--- config.mk ---
export PLATFORM = sky130hd
export DESIGN_NAME = fifo_buffer
export DESIGN_NICKNAME = d
export VERILOG_FILES = /design/src/rtl/fifo_buffer_pkg.sv /design/src/rtl/fifo_buffer_ram.sv /design/src/rtl/fifo_buffer.sv
export SDC_FILE = /design/constraint.sdc
export NUM_CORES = 1
export LEC_CHECK = 0
export CORE_MARGIN = 4
export CORE_UTILIZATION = 63
export DETAILED_ROUTE_END_ITERATION = 7
export PLACE_DENSITY = 0.84
export SLEW_MARGIN = 0
export SYNTH_ARGS = -nofsm -noshare
export SYNTH_HDL_FRONTEND = slang
export SYNTH_HIERARCHICAL = 1
export SYNTH_SLANG_ARGS = --single-unit
--- constraint.sdc ---
create_clock -name CLK -period 4.35 [get_ports CLK]
set_clock_uncertainty 0.2 [all_clocks]
set_input_delay 0.6525 -clock CLK [delete_from_list [all_inputs] [get_ports CLK]]
set_output_delay 0.6525 -clock CLK [all_outputs]
set_load 0.05 [all_outputs]
--- src/rtl/fifo_buffer_pkg.sv ---
// Shared sizing helpers for the FIFO and other small memory blocks.
package fifo_buffer_pkg;

  // Address width for a memory of the given depth, never narrower than one bit.
  function automatic int unsigned ptr_width(input int unsigned depth);
    return (depth > 1) ? $clog2(depth) : 1;
  endfunction

  // Width able to hold any occupancy value from 0 to depth inclusive.
  function automatic int unsigned count_width(input int unsigned depth);
    return $clog2(depth + 1);
  endfunction

endpackage

--- src/rtl/fifo_buffer_ram.sv ---
// Simple dual-port register array: one write port, one registered read port.
module fifo_buffer_ram
  import fifo_buffer_pkg::*;
#(
  parameter int unsigned WL    = 8,
  parameter int unsigned DEPTH = 8
) (
  input  logic                        clk,
  input  logic                        rst,
  input  logic                        we,
  input  logic [ptr_width(DEPTH)-1:0] waddr,
  input  logic [WL-1:0]               wdata,
  input  logic                        re,
  input  logic [ptr_width(DEPTH)-1:0] raddr,
  output logic [WL-1:0]               rdata
);

  logic [WL-1:0] mem_q [DEPTH];
  logic [WL-1:0] rdata_d;
  logic [WL-1:0] rdata_q;

  // Storage is deliberately not reset.
  always_ff @(posedge clk) begin
    if (we) begin
      mem_q[waddr] <= wdata;
    end
  end

  // Read data holds unless a read is performed.
  always_comb begin
    rdata_d = rdata_q;
    if (re) begin
      rdata_d = mem_q[raddr];
    end
  end

  always_ff @(posedge clk or posedge rst) begin
    if (rst) begin
      rdata_q <= '0;
    end else begin
      rdata_q <= rdata_d;
    end
  end

  assign rdata = rdata_q;

endmodule

--- src/rtl/fifo_buffer.sv ---
// Single-clock FIFO with registered status flags and overflow/underflow error flag.
module fifo_buffer
  import fifo_buffer_pkg::*;
#(
  parameter int unsigned WL    = 8,
  parameter int unsigned DEPTH = 8
) (
  input  logic          CLK,
  input  logic          RST,
  input  logic          rReq,
  input  logic          wReq,
  input  logic [WL-1:0] din,
  output logic          Full,
  output logic          Empty,
  output logic          Error,
  output logic [WL-1:0] dout
);

  localparam int unsigned AW = ptr_width(DEPTH);
  localparam int unsigned CW = count_width(DEPTH);

  logic [AW-1:0] wr_ptr_d, wr_ptr_q;
  logic [AW-1:0] rd_ptr_d, rd_ptr_q;
  logic [CW-1:0] count_d, count_q;
  logic          full_d, full_q;
  logic          empty_d, empty_q;
  logic          error_d, error_q;
  logic          wr_ok_c;
  logic          rd_ok_c;

  // A write into a full FIFO is legal only when a read frees a slot in the same cycle.
  always_comb begin
    wr_ok_c  = wReq & (~full_q | rReq);
    rd_ok_c  = rReq & ~empty_q;
    wr_ptr_d = wr_ptr_q;
    rd_ptr_d = rd_ptr_q;
    count_d  = count_q;

    if (wr_ok_c) begin
      wr_ptr_d = (wr_ptr_q == AW'(DEPTH - 1)) ? '0 : wr_ptr_q + AW'(1);
    end
    if (rd_ok_c) begin
      rd_ptr_d = (rd_ptr_q == AW'(DEPTH - 1)) ? '0 : rd_ptr_q + AW'(1);
    end
    if (wr_ok_c && !rd_ok_c) begin
      count_d = count_q + CW'(1);
    end else if (rd_ok_c && !wr_ok_c) begin
      count_d = count_q - CW'(1);
    end

    full_d  = (count_d == CW'(DEPTH));
    empty_d = (count_d == '0);
    error_d = (wReq & full_q & ~rReq) | (rReq & empty_q);
  end

  always_ff @(posedge CLK or posedge RST) begin
    if (RST) begin
      wr_ptr_q <= '0;
      rd_ptr_q <= '0;
      count_q  <= '0;
      full_q   <= 1'b0;
      empty_q  <= 1'b1;
      error_q  <= 1'b0;
    end else begin
      wr_ptr_q <= wr_ptr_d;
      rd_ptr_q <= rd_ptr_d;
      count_q  <= count_d;
      full_q   <= full_d;
      empty_q  <= empty_d;
      error_q  <= error_d;
    end
  end

  fifo_buffer_ram #(
    .WL    (WL),
    .DEPTH (DEPTH)
  ) u_ram (
    .clk   (CLK),
    .rst   (RST),
    .we    (wr_ok_c),
    .waddr (wr_ptr_q),
    .wdata (din),
    .re    (rd_ok_c),
    .raddr (rd_ptr_q),
    .rdata (dout)
  );

  assign Full  = full_q;
  assign Empty = empty_q;
  assign Error = error_q;

endmodule

# Word level (Yosys, flattened, before mapping)
# Memory sizes are Yosys's and may differ from the RTL's. A register that Yosys moved wholly into a read port is not among the register bits.
# Index checks and enable logic that the tools add are counted.
dict set report totals {
  register_bits 13
  ramBits 64
  wordCells 35
  memories 1
}
dict set report op_classes {
  n_addsub 4
  eq_ne 3
  mux 6
  bitwise 10
  reduce_logical 5
}
# memory words width read_ports rd_clocked_by_memory_dff wr line_no
set mem_list {}
lappend mem_list {u_ram.mem_q 8 8 1 1 1 fifo_buffer_ram.sv:18} ;# logic [WL-1:0] mem_q [DEPTH];
# op n
set ops {}
lappend ops {{4-bit 2-to-1 mux} 2}
lappend ops {{3-bit by 1-bit adder with 3-bit output (second input constant)} 2}
lappend ops {{3-bit equality test (second input constant)} 2}
lappend ops {{3-bit 2-to-1 mux} 2}
lappend ops {{1-bit AND} 5}
lappend ops {{4-bit by 1-bit adder with 4-bit output (second input constant)} 1}
lappend ops {{4-bit equality test (second input constant)} 1}
lappend ops {{4-bit zero test} 1}
lappend ops {{4-bit by 1-bit subtractor with 4-bit output (second input constant)} 1}
lappend ops {{1-bit NOT} 3}
lappend ops {{1-bit logical AND} 2}
lappend ops {{1-bit zero test} 2}
lappend ops {{1-bit 2-to-1 mux} 2}
lappend ops {{1-bit OR} 2}

# Longest topological paths before layout
# Gate-level depths: netlist of the first run.
dict set report logic_depth {
  ltp_word 8
  mapped_depth 7
  ltp_nobuf 7
}

# By module
# Netlist of the first run, hierarchy kept.
# module instances cells_per_inst area_per_inst_um2
set modules_own_cells {}
lappend modules_own_cells {fifo_buffer_ram 1 170 2865.2}
lappend modules_own_cells {fifo_buffer 1 73 750.7}

# Worst setup path before layout of the first run
# OpenSTA, ideal clock, no wires.
dict set report synth_timing {
  path_type {input to register}
  from {input port rReq}
  to {memory u_ram.mem_q[0][0] (enable)}
  arrival_ns 1.717
  path_slack_ns 2.049
  cell_stages 5
  path_buffers 1
  cell_sequence {clkbuf_8 -> o21ai_2 -> inv_1 -> nand2b_1 -> nor3_1}
}
dict set report synth_between {
  elab_chain_len 4
}
# item line_no
set synth_rtl {}
lappend synth_rtl {{from (decl)} fifo_buffer.sv:10} ;# input logic rReq,
lappend synth_rtl {{1-bit OR} fifo_buffer.sv:33} ;# wr_ok_c = wReq & (~full_q | rReq);
lappend synth_rtl {{1-bit AND} fifo_buffer.sv:33}
lappend synth_rtl {{via wr_ok_c} fifo_buffer.sv:28} ;# logic wr_ok_c;
lappend synth_rtl {{1-bit 2-to-1 mux} fifo_buffer_ram.sv:24} ;# if (we) begin
lappend synth_rtl {{1-bit 2-to-1 mux (implied by the code)} fifo_buffer_ram.sv:25} ;# mem_q[waddr] <= wdata;
lappend synth_rtl {{to (decl)} fifo_buffer_ram.sv:18}
# The timed path passes the listed nets, and every way through them passes these cells.

# Worst setup path after layout of the first run
dict set report layout_timing {
  from {input port wReq}
  to {memory u_ram.mem_q[2][0] (enable)}
}
dict set report layout_between {
  elab_chain_len 3
}
# item line_no
set layout_rtl {}
lappend layout_rtl {{from (decl)} fifo_buffer.sv:11} ;# input logic wReq,
lappend layout_rtl {{1-bit AND} fifo_buffer.sv:33}
lappend layout_rtl {{via wr_ok_c} fifo_buffer.sv:28}
lappend layout_rtl {{1-bit 2-to-1 mux} fifo_buffer_ram.sv:24}
lappend layout_rtl {{1-bit 2-to-1 mux (implied by the code)} fifo_buffer_ram.sv:25}
# The timed path passes the listed nets, and every way through them passes these cells.

==> results by stage, run 1 <==
Status:
- The run finished with clean final reports.

Final layout:
- The repair_antennas step left the layout with diodes totalling 0.
- The count of nets after finishing is 285.
- The share of cells above drive strength 1 is 9.93%.
- Summing all non-filler instances in the final layout gives an area of 4070 um^2.
- In the layout the commonest cells are sky130_fd_sc_hd__edfxtp_1 (64), sky130_fd_sc_hd__mux2i_1 (25), sky130_fd_sc_hd__clkdlybuf4s50_1 (22), sky130_fd_sc_hd__dfrtp_1 (19), sky130_fd_sc_hd__nand2_1 (18).
- The area added between synthesis and finish is 12.4%.
- The utilization of the core after routing is 73.4%.
- The library cell used most frequently in the layout, excluding fill and tap cells, is sky130_fd_sc_hd__edfxtp_1.

Timing:
- The worst-margin pin slew is 0.981 ns.
- Setup slack on the critical path of the routed design comes to 1.70 ns.
- The share of the clock period used by the worst path after layout is 60.9%.
- Setup violations remaining at the end of the flow were counted as 0.
- The count of pins over their slew limit is 0.
- Setup repair after global routing left no endpoint under its margin.
- The count of endpoints failing hold in the final timing report is 0.
- The final hold slack is 0.315 ns.
- Headroom to the max-slew limit came out at 34.6%.
- For the final routed database, the setup TNS stands at 0 ns.
- Timing would allow up to 377 MHz.
- The minimum clock period is 2.65 ns.

Route:
- The detailed router placed 2014 vias in this run.
- Once detail routing completed, the nets flagged for antenna violations numbered 0.
- The DRC marker count from the first detailed-route iteration is 162.
- The first-pass detailed-route iteration total is 4.
- In the final routed layout, each cell accounts on average for 19.4 um.
- Dividing the detail-routed via count by the number of cells gives 5.85.
- The post-route DRC violation count is 0.
- For this block, the routed nets add up to 6.66 mm of wire.

Critical path:
- On the critical path the largest part of the delay comes from buffers and inverters.
- Of all nets on the critical path, the largest fanout is 11.
- The signal on the critical path passes through clkdlybuf4s50_1 -> o21ai_2 -> inv_1 -> nand2b_1 -> nor2_1.
- The biggest cell delay along the critical path is 0.73 ns.
- The worst endpoint data arrival time is 2.43 ns.
- STA classifies the critical path startpoint as a primary input.
- The critical path depth in cells is 5.
- The worst-case reg-to-reg path depth is 3.
- The worst flop-to-flop path startpoint is rd_ptr_q[0]$_DFFE_PP0P_.
- On the critical path, the stage with the largest delay is an instance of sky130_fd_sc_hd__clkdlybuf4s50_1.
- The critical path in this run is classified as primary input to flip-flop.
- The timing startpoint of the critical path is wReq.
- The number of buffers and inverters on the critical path is 2.
- The worst setup path is captured at a flip-flop.
- For the worst setup path, the data required time is 4.13 ns.

Clocking:
- The number of clock buffers inserted by TritonCTS is 9.
- Once the clock tree was built, the setup fixing pass inserted 0 buffers.
- The sink count of the clock tree is 85.
- The number of resized instances in the post-cts repair step is 0.
- The hold buffer count at CTS is 0.
- The later-pin clock latency in the skew report is 0.34 ns.
- The maximum number of buffers from clock root to sink is 2.
- Clock-pin slew was measured on the worst setup and hold paths at 0.08 ns.
- The maximum level of the CTS H-tree is 3.
- TritonCTS built the clock tree.
- The cell at the root of the clock tree is sky130_fd_sc_hd__clkbuf_8.

Die:
- The I/O pin total is 23.
- The die is 83.8 um tall.
- The total number of placement rows is 27.
- The floorplan core area is 5540 um^2.
- For this configuration, the core starts out at a cell density of 65.3%.
- The floorplan step defined a die boundary enclosing 7020 um^2.
- The die is 83.8 um wide.

GRT:
- The number of antenna violations at the first check in global routing is 0.
- The global-route usage over all layers is 20.4%.
- The number of global-route vias before repair was 1942.
- The total congestion overflow after global routing is 0.
- The largest net degree at the start of global routing is 44.
- The first global-routing pass estimated 10.7 mm of wire.

Power and ir drop:
- The leakage dissipation is 1.53 nW.
- The power per cell area is 683 nW/um^2.
- The peak ir drop on the vdd network is 0.450 mV.

Yosys:
- In the post-synthesis netlist, the biggest area contributors are sky130_fd_sc_hd__edfxtp_1 (53%), sky130_fd_sc_hd__dfrtp_1 (14%), sky130_fd_sc_hd__mux2i_1 (6.9%), sky130_fd_sc_hd__nor2b_1 (2.8%), sky130_fd_sc_hd__a41o_1 (2.2%).
- Counting distinct cell types in the post-synthesis netlist gives 42.
- The cell area after synthesis is 3620 um^2.
- The mean instance size in the synthesized netlist is 14.9 um^2.
- The sequential area share after synthesis is 67.7%.
- The number of instances in the synthesized netlist is 243.
- The predominant post-synthesis flop cell is sky130_fd_sc_hd__edfxtp_1.
- The top cell type by area accounts for 53.1% of the synthesized area.
- The net count after synthesis is 261.
- sky130_fd_sc_hd__edfxtp_1 takes more of the synthesized area than any other cell.
- The number of flops mapped to enable cells by yosys is 64.
- In the synthesized netlist the async set-or-reset flop fraction comes to 24.7%.
- The synthesized design contains 85 register bits.
- The number of warning messages in the yosys log is 6.

Placed design:
- The total half-perimeter wirelength after legalization and detailed placement is 4.50 mm.
- The post-placement worst setup slack is 1.34 ns.
- Once placement finished, the instance area stood at 3850 um^2.
- The number of buffer cells added on primary ports is 22.
- Routability-driven placement finished with a final weighted congestion of 0.855.

Worst hold path:
- The count of cells along the worst hold path is 1.
- The worst hold path startpoint is count_q[3]$_DFF_PP0_.
- The path category of the worst min-delay check is flip-flop to flip-flop.

Job:
- Across the run, the number of max-cap violations was 0.
==> layer usage <==
layer / vias up / part of all wire (%) / wire length, um / global-route usage (%)
li1: 954 / - / - / -
met5: - / 0 / 0 / 0
met3: 8 / 6.7 / 447 / 5.43
met2: 75 / 45 / 3020 / 30.3
met4: 0 / 1.6 / 107 / 6.29
met1: 977 / 46 / 3090 / 29.7
==> path summary, 6_finish.rpt <==
check | end | slack [ns]
max in group asynchronous | Empty$_DFF_PP1_ | 3.14
min in group asynchronous | u_ram/rdata[7]$_DFFE_PP0P_ | 0.37
worst min-delay path | count_q[3]$_DFF_PP0_ | 0.31
worst max register to register | u_ram/rdata[4]$_DFFE_PP0P_ | 2.16
worst min register to register | count_q[3]$_DFF_PP0_ | 0.31
worst max-delay path | u_ram/mem_q[2][0]$_DFFE_PP_ | 1.70
==> report_power, final <==
group / leakage [nW] / internal [mW] / switching, mW / total [mW]
combinational: 0.588 / 0.386 / 0.533 / 0.919
clock: 0.107 / 0.324 / 0.269 / 0.593
sequential: 0.834 / 1.06 / 0.203 / 1.26
total: 1.53 / 1.77 / 1.00 / 2.77
==> cells in the mapped netlist, drive strengths merged, types with 2 or more instances <==
| master | count |
|---|---|
| o21ai | 4 |
| nor4 | 2 |
| a22oi | 8 |
| inv | 8 |
| nand2b | 6 |
| a41o | 8 |
| buf | 9 |
| nor2 | 8 |
| nor3 | 4 |
| a211o | 8 |
| xnor2 | 3 |
| mux2i | 25 |
| ha | 6 |
| a21o | 2 |
| nor2b | 16 |
| nand3b | 2 |
| edfxtp | 64 |
| clkbuf | 2 |
| dfrtp | 20 |
| nand2 | 18 |
| nand3 | 9 |
==> cell type report <==
type / count / area (um^2)
clock buffer: 10 / 128
tap: 72 / 90.1
fill: 359 / 1480
timing repair buffer: 24 / 235
multi-input combinational: 139 / 1040
inverter: 8 / 32.5
clock inverter: 6 / 86.3
sequential: 85 / 2450
==> stage by stage <==
step	std cells	total power, mW
final	344	2.77
after CTS	344	2.78
after floorplan	243	1.95
after global routing	344	2.93
after global placement	328	2.16
after detailed placement	328	2.18
==> state kept, by name, indices dropped and copies added, names as in the netlist <==
| name | flops |
|---|---|
| u_ram/rdata | 8 |
| Empty | 1 |
| wr_ptr_q | 3 |
| u_ram/mem_q | 64 |
| Error | 1 |
| count_q | 4 |
| Full | 1 |
| rd_ptr_q | 3 |
==> cell families after synthesis <==
| logic type | synth area share [%] |
|---|---|
| mux | 6.92 |
| fa+ha+maj | 2.08 |
| flops | 67.7 |
| buf+inv | 3.43 |
| xor+xnor | 1.18 |
| compound gates | 8.48 |
| simple gates | 10.2 |
Power figures use the tool's default switching activity.
==> run 2, diff against run 1 <==
CORE_UTILIZATION = 58   (was 63)
PLACE_DENSITY = 0.78   (was 0.84)
clock period = 2.5 ns   (was 4.35 ns; I/O delays follow)
==> run 2 against run 1 <==
Effect of this change: cell count increased by 4.7%; sequential share of layout area shrank 1.5 points; die area is 7.8% higher; global-route usage about the same; flip-flop and latch count did not move; total power grew 78%; critical path type is now flip-flop to output pin; worst hold slack worse by 0.18 ns; largest cell class unchanged; register-to-register slack lost 1.7 ns; utilization shrank 3.8 points; first-iteration DRC count is 2.5% lower; combinational power up 96%.
==> results by stage, run 2 (synthesized netlist as in run 1, its figures left out) <==
Clocking:
- The maximum number of buffers from clock root to sink is 2 (unchanged).
- The number of resized instances in the post-cts repair step came to 0 (unchanged).
- The cell at the root of the clock tree is sky130_fd_sc_hd__clkbuf_8 (unchanged).
- The later-pin clock latency in the skew report is 0.35 ns (was 0.34 ns).
- The hold buffer count at CTS came to 0 (unchanged).
- The number of clock buffers inserted by TritonCTS is 9 (unchanged).
- The maximum level of the CTS H-tree is 3 (unchanged).
- The sink count of the clock tree was 85 (unchanged).
- The number of post-CTS setup repair buffers was 0 (unchanged).
- The TritonCTS clock tree was yes (unchanged).
- The clock-pin transition on the worst setup and hold timing paths was 0.09 ns (was 0.08 ns).

GRT:
- The number of global-route vias before repair is 2093 (was 1942).
- The largest net degree at the start of global routing is 21 (was 44).
- The total congestion overflow after global routing is 0 (unchanged).
- The global-route usage over all layers is 20.4% (about the same).
- The global-route wire length before repair was 10.9 mm (was 10.7 mm).
- The number of antenna violations at the first check in global routing is 0 (unchanged).

Final layout:
- The diode insertion count for antenna repair is 0 (unchanged).
- The area added between synthesis and finish is 15.3% (was 12.4%).
- The multi-input combinational cell area is 1040 um^2 (unchanged).
- The storage element area came to 2450 um^2 (unchanged).
- The most common library cell in the layout ignoring fill and taps is sky130_fd_sc_hd__edfxtp_1 (unchanged).
- The flip-flop count of the largest register, all copies and words added is 64 (unchanged).
- The number of fillers in the final layout was 412 (was 359).
- The count of nets after finishing came to 298 (was 285).
- Commonest cells after routing, fill and taps aside: sky130_fd_sc_hd__edfxtp_1 (64), sky130_fd_sc_hd__mux2i_1 (25), sky130_fd_sc_hd__clkdlybuf4s50_1 (22), sky130_fd_sc_hd__dfrtp_1 (19), sky130_fd_sc_hd__nand2_1 (18) (unchanged).
- The share of cells above drive strength 1 is 13.7% (was 9.93%).
- The register containing the most flip-flops in the final layout is u_ram/mem_q (unchanged).

Route:
- The DRC marker count from the first detailed-route iteration came to 158 (was 162).
- The total detailed-routing wirelength is 7.12 mm (was 6.66 mm).
- The post-route DRC violation count is 0 (unchanged).
- The total via count after detailed routing is 2136 (was 2014).
- The routed length per placed instance is 19.8 um (was 19.4 um).
- The first-pass detailed-route iteration total is 4 (unchanged).
- The number of routed nets with antenna violations is 0 (unchanged).
- The per-cell via count in the routed design was 5.93 (was 5.85).

Critical path:
- The endpoint type of the worst setup path is an output pin (was flip-flop).
- The maximum fanout along the worst path is 6 (was 11).
- The category of the most critical setup path is flip-flop to output pin (was primary input to flip-flop).
- The worst endpoint data arrival time is 1.75 ns (was 2.43 ns).
- The number of buffers and inverters on the critical path is 1 (was 2).
- The kind of launch point of the worst setup path was a flip-flop (was primary input).
- The biggest cell delay along the critical path came to 0.82 ns (was 0.73 ns).
- The required time reported for the critical path endpoint is 1.92 ns (was 4.13 ns).
- The family of cells with the greatest summed delay on the critical path is buffers and inverters (unchanged).
- Series of cell instances along the critical path: clkdlybuf4s50_1 (was clkdlybuf4s50_1 -> o21ai_2 -> inv_1 -> nand2b_1 -> nor2_1).
- The slowest library cell on the worst path was sky130_fd_sc_hd__clkdlybuf4s50_1 (unchanged).

Timing:
- The total negative slack came to 0 ns (unchanged).
- The final setup slack of the worst path is 0.175 ns (was 1.70 ns).
- The worst slew margin relative to its limit is 55.5% (was 34.6%).
- The worst-margin pin slew is 0.667 ns (was 0.981 ns).
- Unrepaired setup endpoints after global routing: false (unchanged).
- The count of pins over their slew limit was 0 (unchanged).
- The minimum clock period is 2.33 ns.
- The count of endpoints failing hold in the final timing report came to 0 (unchanged).
- The peak clock frequency supported by timing is 430 MHz.
- The final critical path takes up 93.0% of the cycle.
- The count of final setup violators was 0 (unchanged).

Job:
- The max-capacitance violation count is 0 (unchanged).

Die:
- The I/O pin total is 23 (unchanged).
- The floorplan core area was 5990 um^2 (was 5540 um^2).
- The height of the chip came to 87.0 um (was 83.8 um).
- The initial core utilization is 60.4% (was 65.3%).
- The width of the die is 87.0 um (was 83.8 um).
- The total number of placement rows is 28 (was 27).
- The die outline area was 7560 um^2 (was 7020 um^2).

Power and ir drop:
- The clock network fraction of total power is 21.0% (was 21.4%).
- The net switching component of the power is 1.79 mW (was 1.00 mW).
- The relative contribution of combinational cells to total power came to 36.4% (was 33.1%).
- The power after layout is 4.93 mW (was 2.77 mW).
- The leakage dissipation was 1.59 nW (was 1.53 nW).
- The power per cell area was 1180 nW/um^2 (was 683 nW/um^2).
- The part of the power in registers is 42.5% (was 45.5%).
- The peak ir drop on the vdd network was 0.683 mV (was 0.450 mV).
- The internal cell power came to 3.15 mW (was 1.77 mW).
- The switching power as a share of total power is 36.2% (about the same).

Placed design:
- The number of buffer cells added on primary ports came to 22 (unchanged).
- The post-placement worst setup slack came to 0.123 ns (was 1.34 ns).
- The total half-perimeter wirelength after legalization and detailed placement is 4.81 mm (was 4.50 mm).
- The placer's final routability congestion estimate is 0.745 (was 0.855).

Status:
- Result of the run: completed (unchanged).

Worst hold path:
- The path category of the worst min-delay check is primary input to asynchronous set/reset pin (was flip-flop to flip-flop).
run 2: area by class of cell:
class | count | area share (%)
Clock buffer | 11 | 3.15
Clock inverter | 5 | 2.04
Tap cell | 75 | 2.25
Sequential cell | 85 | 58.8
Inverter | 8 | 0.780
Timing Repair Buffer | 37 | 7.98
Multi-Input combinational cell | 139 | 25.0
run 2: worst reg2reg max path: stages (launching register included):
cell and delay, ns:
sky130_fd_sc_hd__dfrtp_1 0.44, sky130_fd_sc_hd__inv_1 0.09, sky130_fd_sc_hd__ha_1 0.31, sky130_fd_sc_hd__and3b_1 0.19, sky130_fd_sc_hd__a211oi_1 0.19, sky130_fd_sc_hd__o21bai_1 0.13
sky130_fd_sc_hd__a21oi_1 0.10, sky130_fd_sc_hd__nor4b_2 0.26
run 2: power by group through the flow:
stage	Clock, mW	Combinational [mW]	Sequential, mW
CTS	1.05	1.79	2.10
detailed placement	0	1.78	2.13
floorplan	0	1.08	2.31
global placement	0	1.74	2.11
global route	1.11	1.94	2.14
finish	1.04	1.80	2.10
run 2: path summary, 6_finish.rpt:
| kind | cells past startpoint | to | from | slack [ns] |
|---|---|---|---|---|
| min in group CLK | 1 | count_q[3]$_DFF_PP0_ | count_q[3]$_DFF_PP0_ | 0.30 |
| setup reg to reg | 7 | Full$_DFF_PP0_ | count_q[1]$_DFF_PP0_ | 0.50 |
| setup / recovery | 1 | Empty | Empty$_DFF_PP1_ | 0.17 |
| hold reg to reg | 1 | count_q[3]$_DFF_PP0_ | count_q[3]$_DFF_PP0_ | 0.30 |
| max in group asynchronous | 2 | Empty$_DFF_PP1_ | RST | 1.57 |
| hold / removal | 2 | u_ram/rdata[4]$_DFFE_PP0P_ | RST | 0.13 |
run 2: metal layers:
metal	track usage (%)	wire length (um)
met5	0	0
met4	8.22	150
met3	5.01	359
met2	32.2	3460
met1	27.2	3150
run 2: metrics by stage:
step	instances	hold slack, ns	instance area [um^2]	utilization, %
after floorplan	243	-0.00934	3620	-
after global placement	344	0.292	3950	66.0
after detailed placement	344	0.294	3950	66.0
after CTS	360	0.143	4170	69.6
after global routing	360	0.164	4170	69.6
final	360	0.134	4170	69.6
==> run 3, diff against run 2 <==
ABC_AREA = 1   (was unset)
CORE_UTILIZATION = 59   (was 58)
PLACE_DENSITY = 0.79   (was 0.78)
==> run 3 against run 2 <==
Effect of this change: flip-flop and latch count did not move; sequential power is 2% lower; cell count grew 42%; synthesized cell count grew 62%; count of clock-buffer cells in the layout is 2 lower; register-to-register slack improved by 0.26 ns; non-clock buffer count shrank 1; critical endpoint unchanged; critical path depth is the same; routed wire length is 6.7% higher; fmax is 3.3% higher; largest cell class unchanged; first-iteration DRC count increased by 29%.
==> results by stage, run 3 <==
Route:
- The post-route DRC violation count was 0 (unchanged).
- The first-pass detailed-route iteration total came to 4 (unchanged).
- The per-cell via count in the routed design came to 5.23 (was 5.93).
- The total detailed-routing wirelength was 7.60 mm (was 7.12 mm).
- The DRC marker count from the first detailed-route iteration was 204 (was 158).
- The number of routed nets with antenna violations is 0 (unchanged).
- The total via count after detailed routing was 2671 (was 2136).
- The routed length per placed instance was 14.9 um (was 19.8 um).

Clocking:
- The clock-pin transition on the worst setup and hold timing paths came to 0.09 ns (about the same).
- The TritonCTS clock tree was yes (unchanged).
- The number of post-CTS setup repair buffers is 0 (unchanged).
- The maximum level of the CTS H-tree is 3 (unchanged).
- The cell at the root of the clock tree is sky130_fd_sc_hd__clkbuf_8 (unchanged).
- The number of resized instances in the post-cts repair step is 0 (unchanged).
- The later-pin clock latency in the skew report came to 0.35 ns (about the same).
- The maximum number of buffers from clock root to sink was 2 (unchanged).
- The hold buffer count at CTS is 0 (unchanged).
- The sink count of the clock tree is 85 (unchanged).
- The number of clock buffers inserted by TritonCTS is 9 (unchanged).

Critical path:
- The slowest library cell on the worst path was sky130_fd_sc_hd__clkdlybuf4s50_1 (unchanged).
- The category of the most critical setup path is flip-flop to output pin (unchanged).
- The maximum fanout along the worst path is 2 (was 6).
- The destination of the worst register-to-register timing path is u_ram/rdata[0]$_DFFE_PP0P_ (was Full$_DFF_PP0_).
- The worst-case reg-to-reg path depth is 6 (was 7).
- Series of cell instances along the critical path: clkdlybuf4s50_1 (unchanged).
- The required time reported for the critical path endpoint is 1.92 ns (about the same).
- The worst endpoint data arrival time is 1.68 ns (was 1.75 ns).
- The family of cells with the greatest summed delay on the critical path is buffers and inverters (unchanged).
- The worst flop-to-flop path startpoint is rd_ptr_q[1]$_DFFE_PP0P_ (was count_q[1]$_DFF_PP0_).
- The endpoint type of the worst setup path was an output pin (unchanged).
- The number of buffers and inverters on the critical path is 1 (unchanged).
- The biggest cell delay along the critical path is 0.79 ns (was 0.82 ns).
- The kind of launch point of the worst setup path is a flip-flop (unchanged).
- The setup slack on the worst flop-to-flop path is 0.76 ns (was 0.50 ns).

Die:
- The total number of placement rows is 29 (was 28).
- The height of the chip is 88.9 um (was 87.0 um).
- The width of the die is 88.9 um (was 87.0 um).
- The floorplan core area is 6350 um^2 (was 5990 um^2).
- The I/O pin total is 23 (unchanged).
- The initial core utilization came to 60.8% (was 60.4%).
- The die outline area is 7900 um^2 (was 7560 um^2).

Final layout:
- The register containing the most flip-flops in the final layout is u_ram/mem_q (unchanged).
- The share of cells above drive strength 1 is 10.4% (was 13.7%).
- The multi-input combinational cell area is 1030 um^2 (was 1040 um^2).
- The diode insertion count for antenna repair is 0 (unchanged).
- The area of all placed cells without fillers is 4440 um^2 (was 4170 um^2).
- The count of nets after finishing was 447 (was 298).
- The flip-flop count of the largest register, all copies and words added is 64 (unchanged).
- The count of non-filler cells in the finished layout came to 511 (was 360).
- The storage element area is 2450 um^2 (about the same).
- The area added between synthesis and finish came to 15.1% (was 15.3%).
- Commonest cells after routing, fill and taps aside: sky130_fd_sc_hd__nand2_1 (134), sky130_fd_sc_hd__inv_1 (68), sky130_fd_sc_hd__edfxtp_1 (64), sky130_fd_sc_hd__nand3_1 (52), sky130_fd_sc_hd__clkdlybuf4s50_1 (22) (was sky130_fd_sc_hd__edfxtp_1 (64), sky130_fd_sc_hd__mux2i_1 (25), sky130_fd_sc_hd__clkdlybuf4s50_1 (22), sky130_fd_sc_hd__dfrtp_1 (19), sky130_fd_sc_hd__nand2_1 (18)).
- The number of fillers in the final layout is 448 (was 412).
- The most common library cell in the layout ignoring fill and taps is sky130_fd_sc_hd__nand2_1 (was sky130_fd_sc_hd__edfxtp_1).

Timing:
- The count of final setup violators was 0 (unchanged).
- The final hold slack is 0.122 ns (was 0.134 ns).
- Unrepaired setup endpoints after global routing: false (unchanged).
- The count of pins over their slew limit is 0 (unchanged).
- The share of the clock period used by the worst path after layout is 90.0% (was 93.0%).
- The worst slew margin relative to its limit is 62.4% (was 55.5%).
- The peak clock frequency supported by timing came to 444 MHz (was 430 MHz).
- The worst-margin pin slew was 0.564 ns (was 0.667 ns).
- The minimum clock period is 2.25 ns (was 2.33 ns).
- The total negative slack is 0 ns (unchanged).
- The count of endpoints failing hold in the final timing report is 0 (unchanged).

Power and ir drop:
- The internal cell power is 3.27 mW (was 3.15 mW).
- The net switching component of the power came to 2.03 mW (was 1.79 mW).
- The leakage dissipation is 2.06 nW (was 1.59 nW).
- The peak ir drop on the vdd network is 0.825 mV (was 0.683 mV).
- The part of the power in registers is 38.8% (was 42.5%).
- The relative contribution of combinational cells to total power is 37.9% (was 36.4%).
- The clock network fraction of total power is 23.3% (was 21.0%).
- The power per cell area is 1190 nW/um^2 (was 1180 nW/um^2).
- The switching power as a share of total power was 38.3% (was 36.2%).
- The power after layout is 5.29 mW (was 4.93 mW).

Yosys:
- The predominant post-synthesis flop cell is sky130_fd_sc_hd__edfxtp_1 (unchanged).
- The number of distinct library cell variants in the gate-level netlist after synthesis is 25 (was 42).
- The library cell with the largest summed area after synthesis is sky130_fd_sc_hd__edfxtp_1 (unchanged).
- The fraction of post-synthesis cell area in the top cell type by area is 49.8% (was 53.1%).
- The number of warning messages in the yosys log is 6 (unchanged).
- The cell area after synthesis was 3860 um^2 (was 3620 um^2).
- The sequential area share after synthesis is 63.4% (was 67.7%).
- The register bit count reported by yosys came to 85 (unchanged).
- The net count after synthesis is 412 (was 261).
- Area contributors post-synth: sky130_fd_sc_hd__edfxtp_1 (50%), sky130_fd_sc_hd__nand2_1 (13%), sky130_fd_sc_hd__dfrtp_1 (13%), sky130_fd_sc_hd__nand3_1 (6.7%), sky130_fd_sc_hd__inv_1 (6.6%) (was sky130_fd_sc_hd__edfxtp_1 (53%), sky130_fd_sc_hd__dfrtp_1 (14%), sky130_fd_sc_hd__mux2i_1 (6.9%), sky130_fd_sc_hd__nor2b_1 (2.8%), sky130_fd_sc_hd__a41o_1 (2.2%)).
- The mean instance size in the synthesized netlist is 9.80 um^2 (was 14.9 um^2).
- List of most frequent post-synthesis cells: sky130_fd_sc_hd__nand2_1 (134), sky130_fd_sc_hd__inv_1 (68), sky130_fd_sc_hd__edfxtp_1 (64) (was sky130_fd_sc_hd__edfxtp_1 (64), sky130_fd_sc_hd__mux2i_1 (25), sky130_fd_sc_hd__dfrtp_1 (20)).
- The post-synthesis async set-or-reset flop share was 24.7% (unchanged).
- The most instantiated library cell after synthesis is sky130_fd_sc_hd__nand2_1 (was sky130_fd_sc_hd__edfxtp_1).
- The number of flops mapped to enable cells by yosys was 64 (unchanged).
- The number of instances in the synthesized netlist came to 394 (was 243).

GRT:
- The number of global-route vias before repair is 2572 (was 2093).
- The largest net degree at the start of global routing is 33 (was 21).
- The global-route usage over all layers is 21.6% (was 20.4%).
- The global-route wire length before repair was 12.4 mm (was 10.9 mm).
- The total congestion overflow after global routing came to 0 (unchanged).
- The number of antenna violations at the first check in global routing came to 0 (unchanged).

Status:
- Result of the run: completed (unchanged).

Placed design:
- The standard cell area after detailed placement is 4180 um^2 (was 3950 um^2).
- The total half-perimeter wirelength after legalization and detailed placement is 5.07 mm (was 4.81 mm).
- The placer's final routability congestion estimate is 0.784 (was 0.745).
- The number of instances in the placed design is 495 (was 344).
- The number of buffer cells added on primary ports is 22 (unchanged).

Job:
- The max-capacitance violation count came to 0 (unchanged).

Worst hold path:
- The path category of the worst min-delay check was primary input to asynchronous set/reset pin (unchanged).
[run 3: cell types whose count changed after synthesis, sizes merged, moves of 4 or more]
cell / before / now
nand2: 18 / 139
mux2i: 25 / 0
nor3: 4 / 0
a22oi: 8 / 0
nand3: 9 / 52
a211o: 8 / 0
inv: 8 / 73
a41o: 8 / 0
nand2b: 6 / 0
nor2b: 16 / 0
nor2: 8 / 15
[run 3: how the worst max path moves through the flow]
stage / from / to / slack, ns / depth (start not counted)
after floorplan: Full$_DFF_PP0_ / u_ram/mem_q[1][0]$_DFFE_PP_ / 0.50 / 3
after global placement: rReq / u_ram/mem_q[7][7]$_DFFE_PP_ / 0.33 / 6
after detailed placement: rReq / u_ram/mem_q[5][0]$_DFFE_PP_ / 0.30 / 6
after CTS: Empty$_DFF_PP1_ / Empty / 0.22 / 1
after global routing: Empty$_DFF_PP1_ / Empty / 0.20 / 1
final: Empty$_DFF_PP1_ / Empty / 0.25 / 1
[run 3: worst register-to-register path: stages, from the launching register on]
cell and delay (ns):
sky130_fd_sc_hd__dfrtp_1 0.63, sky130_fd_sc_hd__buf_4 0.27, sky130_fd_sc_hd__inv_4 0.11, sky130_fd_sc_hd__nand3_1 0.11
sky130_fd_sc_hd__nand3_1 0.11, sky130_fd_sc_hd__nand3_1 0.15, sky130_fd_sc_hd__nand2_1 0.06
[run 3: area by class of cell]
cell class | count | area share [%]
inverters | 74 | 6.37
flip-flops and latches | 85 | 55.1
multi-input cells | 223 | 23.1
repair buffers | 36 | 7.32
well taps | 77 | 2.17
clock buffers | 9 | 2.79
clock inverters | 7 | 3.10
[run 3: cell families (layout without fill, tap and decap cells)]
logic type,after synthesis,in the layout,share of synthesized area [%]
AOI/OAI and AO/OA,9,9,1.85
xor gates and xnor gates,2,2,0.454
adders and majority gates,6,6,1.94
buffers and inverters,86,126,9.95
DFF,85,85,63.4
and+or+nand+nor,206,206,22.4
[run 3: metal layers]
metal | GRT usage (%) | part of all wire (%) | up-vias
met4 | 8.24 | 1.9 | 0
met1 | 27.7 | 41 | 1251
met2 | 35.0 | 50 | 100
li1 | - | - | 1308
met5 | 0 | 0 | -
met3 | 5.87 | 6.8 | 12
[run 3: stage by stage]
stage / worst slack (ns) / util [%]
5_1_grt: 0.195 / 70.0
2_1_floorplan: 0.500 / -
4_1_cts: 0.221 / 70.0
3_5_place_dp: 0.297 / 65.8
3_3_place_gp: 0.330 / 65.8
6_report: 0.249 / 70.0
[run 3: power by group through the flow]
stage | Clock [mW] | Sequential, mW | Combinational [mW]
after floorplan | 0 | 2.29 | 1.28
after global placement | 0 | 2.07 | 1.93
after detailed placement | 0 | 2.08 | 1.98
after CTS | 1.26 | 2.05 | 2.01
after global routing | 1.33 | 2.09 | 2.25
final | 1.23 | 2.05 | 2.01
